$ cat src/rtl/seq_addsub_if.sv
// seq_addsub_if: operand-issue and result handshake bundle for seq_addsub.
// master = operand issuer / result consumer, slave = the adder/subtractor.
interface seq_addsub_if #(
    parameter int unsigned WIDTH = 16
) ();
    logic             in_valid;
    logic             in_ready;
    logic [WIDTH-1:0] a;
    logic [WIDTH-1:0] b;
    logic             sub;
    logic             out_valid;
    logic             out_ready;
    logic [WIDTH-1:0] result;
    logic             cout;
    logic             ovf;
    logic             zero;

    modport master (
        output in_valid, a, b, sub, out_ready,
        input  in_ready, out_valid, result, cout, ovf, zero
    );

    modport slave (
        input  in_valid, a, b, sub, out_ready,
        output in_ready, out_valid, result, cout, ovf, zero
    );
endinterface

$ cat src/rtl/seq_addsub.sv
// seq_addsub: digit-serial two's-complement adder/subtractor.
// Processes DIGIT bits per clock, LSB first, with a registered carry between slices.
// Optional feature macro: SEQ_ADDSUB_SAT_EN saturates the result to the signed limit on overflow.
module seq_addsub #(
    parameter int unsigned WIDTH = 16,
    parameter int unsigned DIGIT = 4
) (
    input logic         clk,
    input logic         rst_n,
    seq_addsub_if.slave bus
);
    localparam int unsigned N    = (DIGIT > 0) ? WIDTH / DIGIT : 1;
    localparam int unsigned CntW = (N > 1) ? $clog2(N) : 1;

    // Reject illegal parametrisations at elaboration time.
    if (DIGIT < 1) begin : g_bad_digit
        $error("seq_addsub: DIGIT must be >= 1");
    end else if (WIDTH % DIGIT != 0) begin : g_bad_ratio
        $error("seq_addsub: WIDTH must be a multiple of DIGIT");
    end
    if (WIDTH < 2) begin : g_bad_width
        $error("seq_addsub: WIDTH must be >= 2");
    end

    typedef enum logic [1:0] {StIdle, StRun, StDone} state_e;

    state_e            state_q, state_d;
    logic [WIDTH-1:0]  a_q, a_d;
    logic [WIDTH-1:0]  b_q, b_d;
    logic [WIDTH-1:0]  acc_q, acc_d;
    logic [WIDTH-1:0]  result_q, result_d;
    logic              carry_q, carry_d;
    logic [CntW-1:0]   cnt_q, cnt_d;
    logic              cout_q, cout_d;
    logic              ovf_q, ovf_d;
    logic              zero_q, zero_d;

    logic              last_slice;
    logic [DIGIT:0]    slice_sum;
    logic              carry_into_msb;
    logic              ovf_calc;
    logic [WIDTH-1:0]  acc_shift;
    logic [WIDTH-1:0]  final_res;

    assign last_slice = (cnt_q == CntW'(N - 1));

    // State register.
    always_ff @(posedge clk or negedge rst_n) begin
        if (!rst_n) begin
            state_q <= StIdle;
        end else begin
            state_q <= state_d;
        end
    end

    // Next-state logic.
    always_comb begin
        state_d = state_q;
        unique case (state_q)
            StIdle:  if (bus.in_valid) state_d = StRun;
            StRun:   if (last_slice) state_d = StDone;
            StDone:  if (bus.out_ready) state_d = StIdle;
            default: state_d = StIdle;
        endcase
    end

    // Handshake outputs decode straight from state.
    always_comb begin
        bus.in_ready  = (state_q == StIdle);
        bus.out_valid = (state_q == StDone);
    end

    // Slice adder; the MSB's incoming carry is recovered from the sum bit of the last digit.
    always_comb begin
        slice_sum      = {1'b0, a_q[DIGIT-1:0]} + {1'b0, b_q[DIGIT-1:0]}
                       + {{DIGIT{1'b0}}, carry_q};
        carry_into_msb = a_q[DIGIT-1] ^ b_q[DIGIT-1] ^ slice_sum[DIGIT-1];
        ovf_calc       = carry_into_msb ^ slice_sum[DIGIT];
        acc_shift      = (acc_q >> DIGIT) | (WIDTH'(slice_sum[DIGIT-1:0]) << (WIDTH - DIGIT));
`ifdef SEQ_ADDSUB_SAT_EN
        // Wrapped MSB 0 on overflow means the true result was negative, and vice versa.
        if (ovf_calc) begin
            final_res = acc_shift[WIDTH-1] ? {1'b0, {(WIDTH - 1){1'b1}}}
                                           : {1'b1, {(WIDTH - 1){1'b0}}};
        end else begin
            final_res = acc_shift;
        end
`else
        final_res = acc_shift;
`endif
    end

    // Datapath next-state: capture at accept, shift during RUN, latch outputs on the last slice.
    always_comb begin
        a_d      = a_q;
        b_d      = b_q;
        acc_d    = acc_q;
        carry_d  = carry_q;
        cnt_d    = cnt_q;
        result_d = result_q;
        cout_d   = cout_q;
        ovf_d    = ovf_q;
        zero_d   = zero_q;
        unique case (state_q)
            StIdle: begin
                if (bus.in_valid) begin
                    a_d     = bus.a;
                    b_d     = bus.sub ? ~bus.b : bus.b;
                    carry_d = bus.sub;
                    cnt_d   = '0;
                end
            end
            StRun: begin
                a_d     = a_q >> DIGIT;
                b_d     = b_q >> DIGIT;
                acc_d   = acc_shift;
                carry_d = slice_sum[DIGIT];
                cnt_d   = cnt_q + 1'b1;
                if (last_slice) begin
                    result_d = final_res;
                    cout_d   = slice_sum[DIGIT];
                    ovf_d    = ovf_calc;
                    zero_d   = (final_res == '0);
                end
            end
            default: ;
        endcase
    end

    // Datapath registers.
    always_ff @(posedge clk or negedge rst_n) begin
        if (!rst_n) begin
            a_q      <= '0;
            b_q      <= '0;
            acc_q    <= '0;
            carry_q  <= 1'b0;
            cnt_q    <= '0;
            result_q <= '0;
            cout_q   <= 1'b0;
            ovf_q    <= 1'b0;
            zero_q   <= 1'b0;
        end else begin
            a_q      <= a_d;
            b_q      <= b_d;
            acc_q    <= acc_d;
            carry_q  <= carry_d;
            cnt_q    <= cnt_d;
            result_q <= result_d;
            cout_q   <= cout_d;
            ovf_q    <= ovf_d;
            zero_q   <= zero_d;
        end
    end

    // Registered result and flags drive the bus.
    always_comb begin
        bus.result = result_q;
        bus.cout   = cout_q;
        bus.ovf    = ovf_q;
        bus.zero   = zero_q;
    end
endmodule

$ cat src/flat_wrapper.sv
// flat-port wrapper written by rule: the top's interface ports become plain ports
module seq_addsub_flat 
#(
    parameter int unsigned WIDTH = 16,
    parameter int unsigned DIGIT = 4
)
  (clk, rst_n, bus_in_valid, bus_a, bus_b, bus_sub, bus_out_ready, bus_in_ready, bus_out_valid, bus_result, bus_cout, bus_ovf, bus_zero);
  seq_addsub_if #(.WIDTH(WIDTH)) bus_i ();
  input logic clk;
  input logic rst_n;
  input wire logic [$bits(bus_i.in_valid)-1:0] bus_in_valid;
  input wire logic [$bits(bus_i.a)-1:0] bus_a;
  input wire logic [$bits(bus_i.b)-1:0] bus_b;
  input wire logic [$bits(bus_i.sub)-1:0] bus_sub;
  input wire logic [$bits(bus_i.out_ready)-1:0] bus_out_ready;
  output wire logic [$bits(bus_i.in_ready)-1:0] bus_in_ready;
  output wire logic [$bits(bus_i.out_valid)-1:0] bus_out_valid;
  output wire logic [$bits(bus_i.result)-1:0] bus_result;
  output wire logic [$bits(bus_i.cout)-1:0] bus_cout;
  output wire logic [$bits(bus_i.ovf)-1:0] bus_ovf;
  output wire logic [$bits(bus_i.zero)-1:0] bus_zero;
  assign bus_i.in_valid = bus_in_valid;
  assign bus_i.a = bus_a;
  assign bus_i.b = bus_b;
  assign bus_i.sub = bus_sub;
  assign bus_i.out_ready = bus_out_ready;
  assign bus_in_ready = bus_i.in_ready;
  assign bus_out_valid = bus_i.out_valid;
  assign bus_result = bus_i.result;
  assign bus_cout = bus_i.cout;
  assign bus_ovf = bus_i.ovf;
  assign bus_zero = bus_i.zero;
  seq_addsub #(.WIDTH(WIDTH), .DIGIT(DIGIT)) u_core (.clk(clk), .rst_n(rst_n), .bus(bus_i));
endmodule
$ cat config.mk
export PLATFORM = sky130hd
export DESIGN_NAME = seq_addsub_flat
export DESIGN_NICKNAME = d
export VERILOG_FILES = /design/src/rtl/seq_addsub_if.sv /design/src/rtl/seq_addsub.sv /design/src/flat_wrapper.sv
export SDC_FILE = /design/constraint.sdc
export NUM_CORES = 1
export LEC_CHECK = 0
export BUFFER_PORTS_ARGS = -buffer_cell sky130_fd_sc_hd__buf_2
export CAP_MARGIN = 20
export CORE_AREA = 2 2 108 110
export CTS_BUF_LIST = sky130_fd_sc_hd__clkbuf_16
export DETAILED_ROUTE_END_ITERATION = 12
export DIE_AREA = 0 0 110 112
export GPL_TIMING_DRIVEN = 0
export SLEW_MARGIN = 20
export SYNTH_ARGS = -nofsm -noshare
export SYNTH_HDL_FRONTEND = slang
export SYNTH_SLANG_ARGS = --single-unit
export TNS_END_PERCENT = 30
$ cat constraint.sdc
create_clock -name clk -period 2.6 [get_ports clk]
set_clock_uncertainty 0.2 [all_clocks]
set_input_delay 0.26 -clock clk [delete_from_list [all_inputs] [get_ports clk]]
set_output_delay 0.26 -clock clk [all_outputs]
set_load 0.02 [all_outputs]
==> impl_metrics.tcl, run 1 <==
set metrics [dict create \
    outcome "complete, no violations" \
    slew_violations 0 \
    postCtsSetupRepairBufs 0 \
    gp_congestion 0.797 \
    synth_area_leaders "dfrtp_1, o21ai_0, nand2_1" \
    cts_root_buf "clkbuf_16" \
    top_usage_layer "met2" \
    setup-tns-final_ns 0 \
    worst-path-buf-inv 1 \
    multiInputGateArea_mm2 0.00147 \
    initial_utilization_pct 29.5 \
    antenna_found_initial 0 \
    placed_area_mm2 0.00379 \
    fill_cells 1125 \
    p_sw_share_pct 40.2 \
    instances_no_fill 552 \
    comb_power_share_pct 42.4 \
    htree_num_levels 3 \
    path_cells "inv_1 -> fa_1 -> fa_1 -> nor4b_2 -> nand4_1 -> nor3b_1 -> a22o_1" \
    dp_cells 535 \
    synthTopCellsByCount "dfrtp_1, nand2_1, o21ai_0" \
    power_mw 5.07 \
    drt_iter0_drc 85 \
    cp_slowest_stage_delay_ns 0.57 \
    overflow 0 \
    pwr-share-seq_pct 37.2 \
    nets 448 \
    wl_per_cell_um 15.0 \
    p_sw_mw 2.04 \
    grt_max_degree 51 \
    die_height_um 112 \
    via_per_inst 4.88 \
    syn-num-nets 378 \
    intPower_mw 3.03 \
    cp_max_fo 3 \
    dieArea_mm2 0.0123 \
    core_mm2 0.0112 \
    met1_usage_pct 19.2 \
    drc 0 \
    dp.final_hpwl_mm 5.94 \
    clockBufferDepth 2 \
    grt_pass1_vias 2640 \
    tightestPinTransition_ns 0.506 \
    max_cap_viol_count 0 \
    cts.clk_slew.worst_paths_ns 0.06 \
    rr_worst_depth 7 \
    yosysMostFrequentCell "dfrtp_1" \
    final_area_mm2 0.00406 \
    critPathCaptureType "flip-flop" \
    ys_types 36 \
    hold_depth 3 \
    synth.avg_cell_area_um2 9.85 \
    reg2reg_slack_ns 0.13 \
    period_needed_ns 2.47 \
    synthFlopType "dfrtp_1" \
    hold_path_class "in -> reg" \
    pin_count 58 \
    synth_cells 335 \
    holdWs_ns 0.00710 \
    clock_latency_ns 0.33 \
    cts_tree "done" \
    portBuffers 56 \
    row_count 39 \
    fmax_mhz 405 \
    path_class "reg -> reg" \
    die_w_um 110 \
    syn_area_mm2 0.00330 \
    gr-usage-met2_pct 21.8 \
    clkPwrFrac_pct 20.4 \
    ys_ff_latch 68 \
    grt_setup_unrepaired "no" \
    drive_gt1_share_pct 23.5 \
    yosysTopAreaCellShare_pct 51.6 \
    cp_num_cells 7 \
    antenna_cells 0 \
    async_flop_share_pct 100 \
    yosysSeqAreaShare_pct 51.6 \
    pwr_density_cell_mw_per_mm2 1250 \
    yosysTopAreaCell "dfrtp_1" \
    cp.arrival_ns 2.53 \
    critPathRequiredTime_ns 2.66 \
    setup_viol 0 \
    p_leak_nw 1.89 \
    grtUsageMet3_pct 3.69 \
    grt_pass1_wl_mm 13.4 \
    crit_slowest_cell "fa_1" \
    dr.pass1.iters 5 \
    relSlewSlack_pct 66.3 \
    timing.final.crit_share_pct 94.9 \
    via_count 2694 \
    ant_nets 0 \
    cp_top_family "adder cells" \
    cpMostUsedCell "fa_1" \
    yosys_warnings 0 \
    numCtsBuffers 9 \
    cts.sinks 68 \
    finalHoldViolCount 0 \
    globalRouteTotalUtil_pct 14.0 \
    layout.area.seq_mm2 0.00170 \
    synth_edf_count 0 \
    drt_wl_total_mm 8.27 \
    irDropWorstVdd_uv 491 \
    startpoint_type "flip-flop" \
    syn_to_final_growth_pct 23.2 \
]
[what timing repair did]
action                                 in CTS  in global routing
hold buffers                                2                  0
endpoints found under the hold margin      69                  0
setup endpoints to repair                   0                  1
gates resized for setup                     0                  1
[worst paths after layout]
kind                                          to             startpoint
max                              u_core.bus.zero         u_core.carry_q
min                                u_core.a_q[7]               bus_a[7]
max reg2reg                      u_core.bus.zero         u_core.carry_q
min reg2reg                u_core.bus.result[12]  u_core.bus.result[12]
max in group asynchronous         u_core.b_q[13]                  rst_n
min in group asynchronous   u_core.bus.result[4]                  rst_n
[cells by family (layout without fill, tap and decap cells)]
kind of cell | after synthesis | count (layout) | synth area share (%)
compound gates | 108 | 108 | 18.4
xor+xnor | 19 | 19 | 5.04
fa+ha+maj | 6 | 6 | 2.73
buf+inv | 30 | 104 | 4.21
flops | 68 | 68 | 51.6
mux | 12 | 12 | 4.78
simple gates | 92 | 92 | 13.3
[metrics by stage]
stage               worst slack [ns]  util (%)
global route                  0.0279      36.4
CTS                           0.0195      36.3
finish                         0.131      36.4
detailed placement            0.0404      33.9
global placement              0.0586      33.6
floorplan                      0.360         -
[cells in the final DEF, fill, tap and decap left out, types with 5 or more instances in the layout]
cell type	count
xnor2_1	12
buf_2	64
a21oi_1	33
mux2_2	6
nor2b_1	19
inv_1	8
mux2_4	6
clkbuf_1	8
xor2_1	7
dfrtp_1	68
clkbuf_16	9
o21ai_0	43
nand2_1	57
o22ai_1	13
nor2_1	5
a22oi_1	12
[registers in the layout (all words and copies together), names as in the netlist]
name	cells
u_core.bus.result	16
u_core.a_q	16
u_core.carry_q	1
u_core.acc_q	12
u_core.cnt_q	2
u_core.b_q	16
u_core.bus.ovf	1
u_core.bus.zero	1
u_core.bus.cout	1
u_core.state_q	2
[power groups by stage]
stage               clock network [mW]  logic (mW)  registers (mW)
floorplan                            0        1.41            1.94
global placement                     0        2.08            1.87
detailed placement                   0        2.14            1.90
CTS                               1.06        2.15            1.88
global route                      1.10        2.41            1.94
finish                            1.03        2.15            1.89
[tightest hold or removal path, delay by kind of cell]
kind                   cells  cell delay [ns]
buffers and inverters      1             0.07
AO/OA/AOI/OAI              2             0.16
[layer usage]
layer	vias up	share of wire, %
met3	10	5.1
met4	0	1.1
met1	1320	47
met2	64	46
met5	-	0
li1	1300	-
[final cells by class]
type	count	share of cell area [%]
Buffer	22	2.68
Clock buffer	9	5.54
Clock inverter	6	0.585
Inverter	8	0.739
Multi-Input combinational cell	237	36.1
Sequential cell	68	41.9
Tap cell	143	4.40
Timing Repair Buffer	59	8.13
Note: power is estimated with default switching activity, not from simulation.
==> run 2, diff against run 1 <==
- BUFFER_PORTS_ARGS: -buffer_cell sky130_fd_sc_hd__buf_2 -> -buffer_cell sky130_fd_sc_hd__buf_4
==> impl_metrics.tcl, run 2 (synthesis gave the netlist of run 1 again) <==
set metrics [dict create \
    cts.clk_slew.worst_paths_ns 0.06 \
    cp_max_fo 3 \
    portBuffers 56 \
    nets 447 \
    period_needed_ns 2.47 \
    clockBufferDepth 2 \
    initial_utilization_pct 29.5 \
    cp.arrival_ns 2.53 \
    fill_cells 1116 \
    top_layer "met4" \
    globalRouteTotalUtil_pct 14.4 \
    setup_viol 0 \
    power_mw 5.16 \
    placed_area_mm2 0.00390 \
    cpMostUsedCell "fa_1" \
    crit_slowest_cell "fa_1" \
    hold_path_class "in -> reg" \
    final_common_cell "dfrtp_1" \
    timing.final.crit_share_pct 94.9 \
    final_area_mm2 0.00417 \
    outcome "complete, no violations" \
    row_count 39 \
    core_mm2 0.0112 \
    grt_max_degree 69 \
    relSlewSlack_pct 42.1 \
    critPathCaptureType "flip-flop" \
    holdWs_ns 0.0229 \
    postCtsSetupRepairBufs 0 \
    clock_latency_ns 0.32 \
    cp_top_family "adder cells" \
    drt_wl_total_mm 8.36 \
    worst-path-buf-inv 1 \
    final_util_pct 37.4 \
    drc 0 \
    dp.final_hpwl_mm 5.91 \
    gp_congestion 0.795 \
    numCtsBuffers 9 \
    cts_tree "done" \
    layout.area.seq_mm2 0.00170 \
    max_cap_viol_count 0 \
    wl_met2_mm 3.96 \
    slew_violations 0 \
    dp_slack_ns 0.0425 \
    die_height_um 112 \
    multiInputGateArea_mm2 0.00147 \
    antenna_found_initial 0 \
    dp_cells 534 \
    p_leak_nw 1.92 \
    dieArea_mm2 0.0123 \
    pwr_density_cell_mw_per_mm2 1240 \
    grt_pass1_wl_mm 13.9 \
    ant_nets 0 \
    irDropWorstVdd_uv 466 \
    instances_no_fill 551 \
    critPathRequiredTime_ns 2.66 \
    pin_count 58 \
    dr_wl_met3_um 387 \
    via_per_inst 4.82 \
    startpoint_type "flip-flop" \
    cp_slowest_stage_delay_ns 0.55 \
    finalHoldViolCount 0 \
    via_count 2657 \
    antenna_cells 0 \
    fmax_mhz 405 \
    drive_gt1_share_pct 23.3 \
    tightestPinTransition_ns 0.869 \
    layout_common_cells "dfrtp_1, buf_4, nand2_1, o21ai_0, a21oi_1" \
    drt_iter0_drc 88 \
    met1_length_mm 3.99 \
    setup_ws_ns 0.133 \
    wl_per_cell_um 15.2 \
    htree_num_levels 3 \
    path_cells "inv_1 -> fa_1 -> fa_1 -> nor4b_2 -> nand4_1 -> nor3b_1 -> a22o_1" \
    grt_pass1_vias 2679 \
    cts.sinks 68 \
    dr.pass1.iters 4 \
    path_class "reg -> reg" \
    cts_root_buf "clkbuf_16" \
    setup-tns-final_ns 0 \
    syn_to_final_growth_pct 26.5 \
    grt_setup_unrepaired "no" \
    die_w_um 110 \
    overflow 0 \
]
run 2: per-layer routing:
layer  vias up  global-route usage, %
met3         2                   3.57
met4         0                   2.78
met1      1288                   20.4
met2        73                   22.5
met5         -                      0
li1       1294                      -
run 2: report_power, final:
group          switching, mW  total, mW  internal [mW]
Combinational           1.27       2.23          0.959
Clock                  0.420       1.04          0.621
Sequential             0.359       1.89           1.53
Total                   2.05       5.16           3.11
run 2: timing repair:
action                                  4_1_cts  5_1_grt
gates resized for setup                       0        1
endpoints found under the setup margin        0        1
hold endpoints to repair                     69        0
hold buffers                                  2        0
run 2: layout make-up:
type	instances	area share (%)
clock buffer	9	5.40
multi-input combinational	237	35.1
sequential	68	40.8
buffer	22	2.61
timing repair buffer	58	10.6
clock inverter	6	0.570
inverter	8	0.719
tap	143	4.29
run 2: final timing paths:
path	startpoint	end	slack, ns	cells past startpoint
worst max-delay path	u_core.carry_q	u_core.bus.zero	0.13	7
worst min-delay path	bus_a[13]	u_core.a_q[13]	0.02	3
worst max register to register	u_core.carry_q	u_core.bus.zero	0.13	7
worst min register to register	u_core.bus.result[12]	u_core.bus.result[12]	0.28	2
max in group asynchronous	rst_n	u_core.b_q[3]	1.23	2
min in group asynchronous	rst_n	u_core.bus.result[3]	0.40	2
run 2: tightest hold or removal path, stage by stage:
cell,delay (ns)
buf_4,0.08
a21oi_1,0.05
o21ai_0,0.13
==> run 3, diff against run 2 <==
- ABC_AREA: unset -> 1
- CORE_AREA: 2 2 108 110 -> 2 2 106 108
- DIE_AREA: 0 0 110 112 -> 0 0 108 110
==> impl_metrics.tcl, run 3 <==
set metrics [dict create \
    yosys_warnings 0 \
    syn-num-nets 377 \
    clockBufferDepth 2 \
    cp.arrival_ns 2.24 \
    cpMostUsedCell "nand2_1" \
    via_per_inst 4.41 \
    crit_slowest_cell "fa_1" \
    drt_iter0_drc 67 \
    clock_latency_ns 0.33 \
    critPathCaptureType "flip-flop" \
    fmax_mhz 461 \
    die_w_um 108 \
    p_sw_mw 1.92 \
    drc 0 \
    startpoint_type "flip-flop" \
    critPathRequiredTime_ns 2.67 \
    grt_pass1_wl_mm 12.0 \
    wl_per_cell_um 12.3 \
    via_count 2492 \
    period_needed_ns 2.17 \
    max_cap_viol_count 0 \
    portBuffers 56 \
    synth_area_leaders "dfrtp_1, nand2_1, xnor2_1" \
    ant_nets 0 \
    grt_setup_unrepaired "no" \
    drive_gt1_share_pct 24.7 \
    final_util_pct 39.6 \
    die_height_um 110 \
    holdWs_ns 0.0136 \
    numCtsBuffers 9 \
    cp_slowest_stage_delay_ns 0.58 \
    synthFlopType "dfrtp_1" \
    initial_utilization_pct 29.6 \
    pwr_density_cell_mw_per_mm2 1180 \
    ys_ff_latch 68 \
    pwr-share-seq_pct 35.2 \
    dp.final_hpwl_mm 4.93 \
    syn_area_mm2 0.00317 \
    instances_no_fill 565 \
    htree_num_levels 3 \
    cp_max_fo 3 \
    cts_tree "done" \
    dp_cells 530 \
    finalHoldViolCount 0 \
    path_cells "inv_1 -> fa_1 -> fa_1 -> nand2_1 -> nor2_1 -> nand2_1 -> nor2_1 -> nand2_1 -> nand2_1" \
    setup_ws_ns 0.431 \
    dieArea_mm2 0.0119 \
    hold_path_class "in -> reg" \
    post_cts_resized 0 \
    outcome "complete, no violations" \
    setup_viol 0 \
    dr.pass1.iters 4 \
    dp_slack_ns 0.440 \
    cts.sinks 68 \
    irDropWorstVdd_uv 416 \
    path_class "reg -> reg" \
    async_flop_share_pct 100 \
    cts.clk_slew.worst_paths_ns 0.05 \
    synth_edf_count 0 \
    clkPwrFrac_pct 23.4 \
    row_count 38 \
    relSlewSlack_pct 43.0 \
    synth.avg_cell_area_um2 9.48 \
    overflow 0 \
    yosysTopAreaCellShare_pct 53.8 \
    fill_cells 1078 \
    cts_root_buf "clkbuf_16" \
    core_mm2 0.0107 \
    pin_count 58 \
    comb_power_share_pct 41.4 \
    antenna_found_initial 0 \
    intPower_mw 3.06 \
    p_leak_nw 2.03 \
    tightestPinTransition_ns 0.856 \
    layout_common_cells "nand2_1, dfrtp_1, buf_4, inv_1, o21ai_0" \
    yosysMostFrequentCell "nand2_1" \
    nets 463 \
    yosysTopAreaCell "dfrtp_1" \
    layout.area.seq_mm2 0.00170 \
    drt_wl_total_mm 6.97 \
    final_common_cell "nand2_1" \
    grt_pass1_vias 2591 \
    multiInputGateArea_mm2 0.00121 \
    p_sw_share_pct 38.6 \
    syn_to_final_growth_pct 33.8 \
    setup-tns-final_ns 0 \
    slew_violations 0 \
    grt_max_degree 69 \
    globalRouteTotalUtil_pct 13.2 \
    ys_types 32 \
    timing.final.crit_share_pct 83.4 \
    synth_cells 334 \
    antenna_cells 0 \
    yosysSeqAreaShare_pct 53.8 \
    gp_congestion 0.769 \
    synthTopCellsByCount "nand2_1, dfrtp_1, inv_1" \
]
run 3: cell types whose count changed after synthesis, sizes merged, moves of 8 or more:
cell | before | now
a21oi | 33 | 1
inv | 8 | 32
nor2 | 5 | 15
nor2b | 20 | 0
mux2 | 12 | 0
o211ai | 0 | 10
nand2 | 59 | 111
nand3 | 0 | 8
o22ai | 13 | 1
run 3: logic make-up (layout without fill, tap and decap cells):
logic type / count (synthesis) / in the layout / share of synthesized area, %
flops: 68 / 68 / 53.8
xor+xnor: 17 / 17 / 4.70
buf+inv: 47 / 138 / 7.87
compound gates: 61 / 61 / 13.2
fa+ha+maj: 6 / 6 / 2.85
simple gates: 135 / 135 / 17.6
run 3: critical path, delay by kind of cell, from the launching register on:
| kind | cells | cell delay [ns] |
|---|---|---|
| adders and majority gates | 2 | 1.03 |
| buffers and inverters | 1 | 0.06 |
| DFF | 1 | 0.35 |
| and+or+nand+nor | 6 | 0.46 |
run 3: routing by layer:
| layer | track usage [%] | up-vias | wire [µm] |
|---|---|---|---|
| met3 | 4.23 | 4 | 287 |
| met2 | 23.1 | 49 | 3460 |
| met5 | 0 | - | 0 |
| met4 | 3.30 | 0 | 40 |
| met1 | 15.7 | 1190 | 3180 |
| li1 | - | 1249 | - |
run 3: power by group through the flow:
stage               sequential (mW)  combinational [mW]  clock [mW]
global placement               1.75                2.04           0
floorplan                      1.85                1.32           0
global route                   1.81                2.35        1.24
finish                         1.75                2.06        1.16
CTS                            1.76                2.11        1.19
detailed placement             1.77                2.08           0
run 3: layout make-up:
cell class | instances | area share [%]
flip-flops and latches | 68 | 40.2
multi-input cells | 219 | 28.7
repair buffers | 75 | 14.4
clock buffers | 9 | 5.32
well taps | 140 | 4.14
inverters | 32 | 2.95
plain buffers | 15 | 2.92
clock inverters | 7 | 1.39
run 3: per-stage QoR:
stage,cell area (µm²),power [mW]
floorplan,3170,3.18
global placement,3760,3.79
detailed placement,3760,3.85
CTS,4240,5.06
global route,4240,5.40
finish,4240,4.98
run 3: path summary, 6_finish.rpt:
path | start | endpoint | slack (ns) | cells after the start
hold / removal | bus_b[15] | u_core.b_q[15] | 0.01 | 3
hold reg to reg | u_core.bus.result[0] | u_core.bus.result[0] | 0.27 | 2
min in group asynchronous | rst_n | u_core.bus.result[12] | 0.40 | 2
setup reg to reg | u_core.carry_q | u_core.bus.zero | 0.43 | 9
max in group asynchronous | rst_n | u_core.a_q[2] | 1.25 | 2
setup / recovery | u_core.carry_q | u_core.bus.zero | 0.43 | 9
run 3: repair_timing:
item | CTS | global route
hold endpoints to repair | 86 | 0
hold buffers | 19 | 0
buffers inserted | 0 | 0
endpoints found under the setup margin | 0 | 0
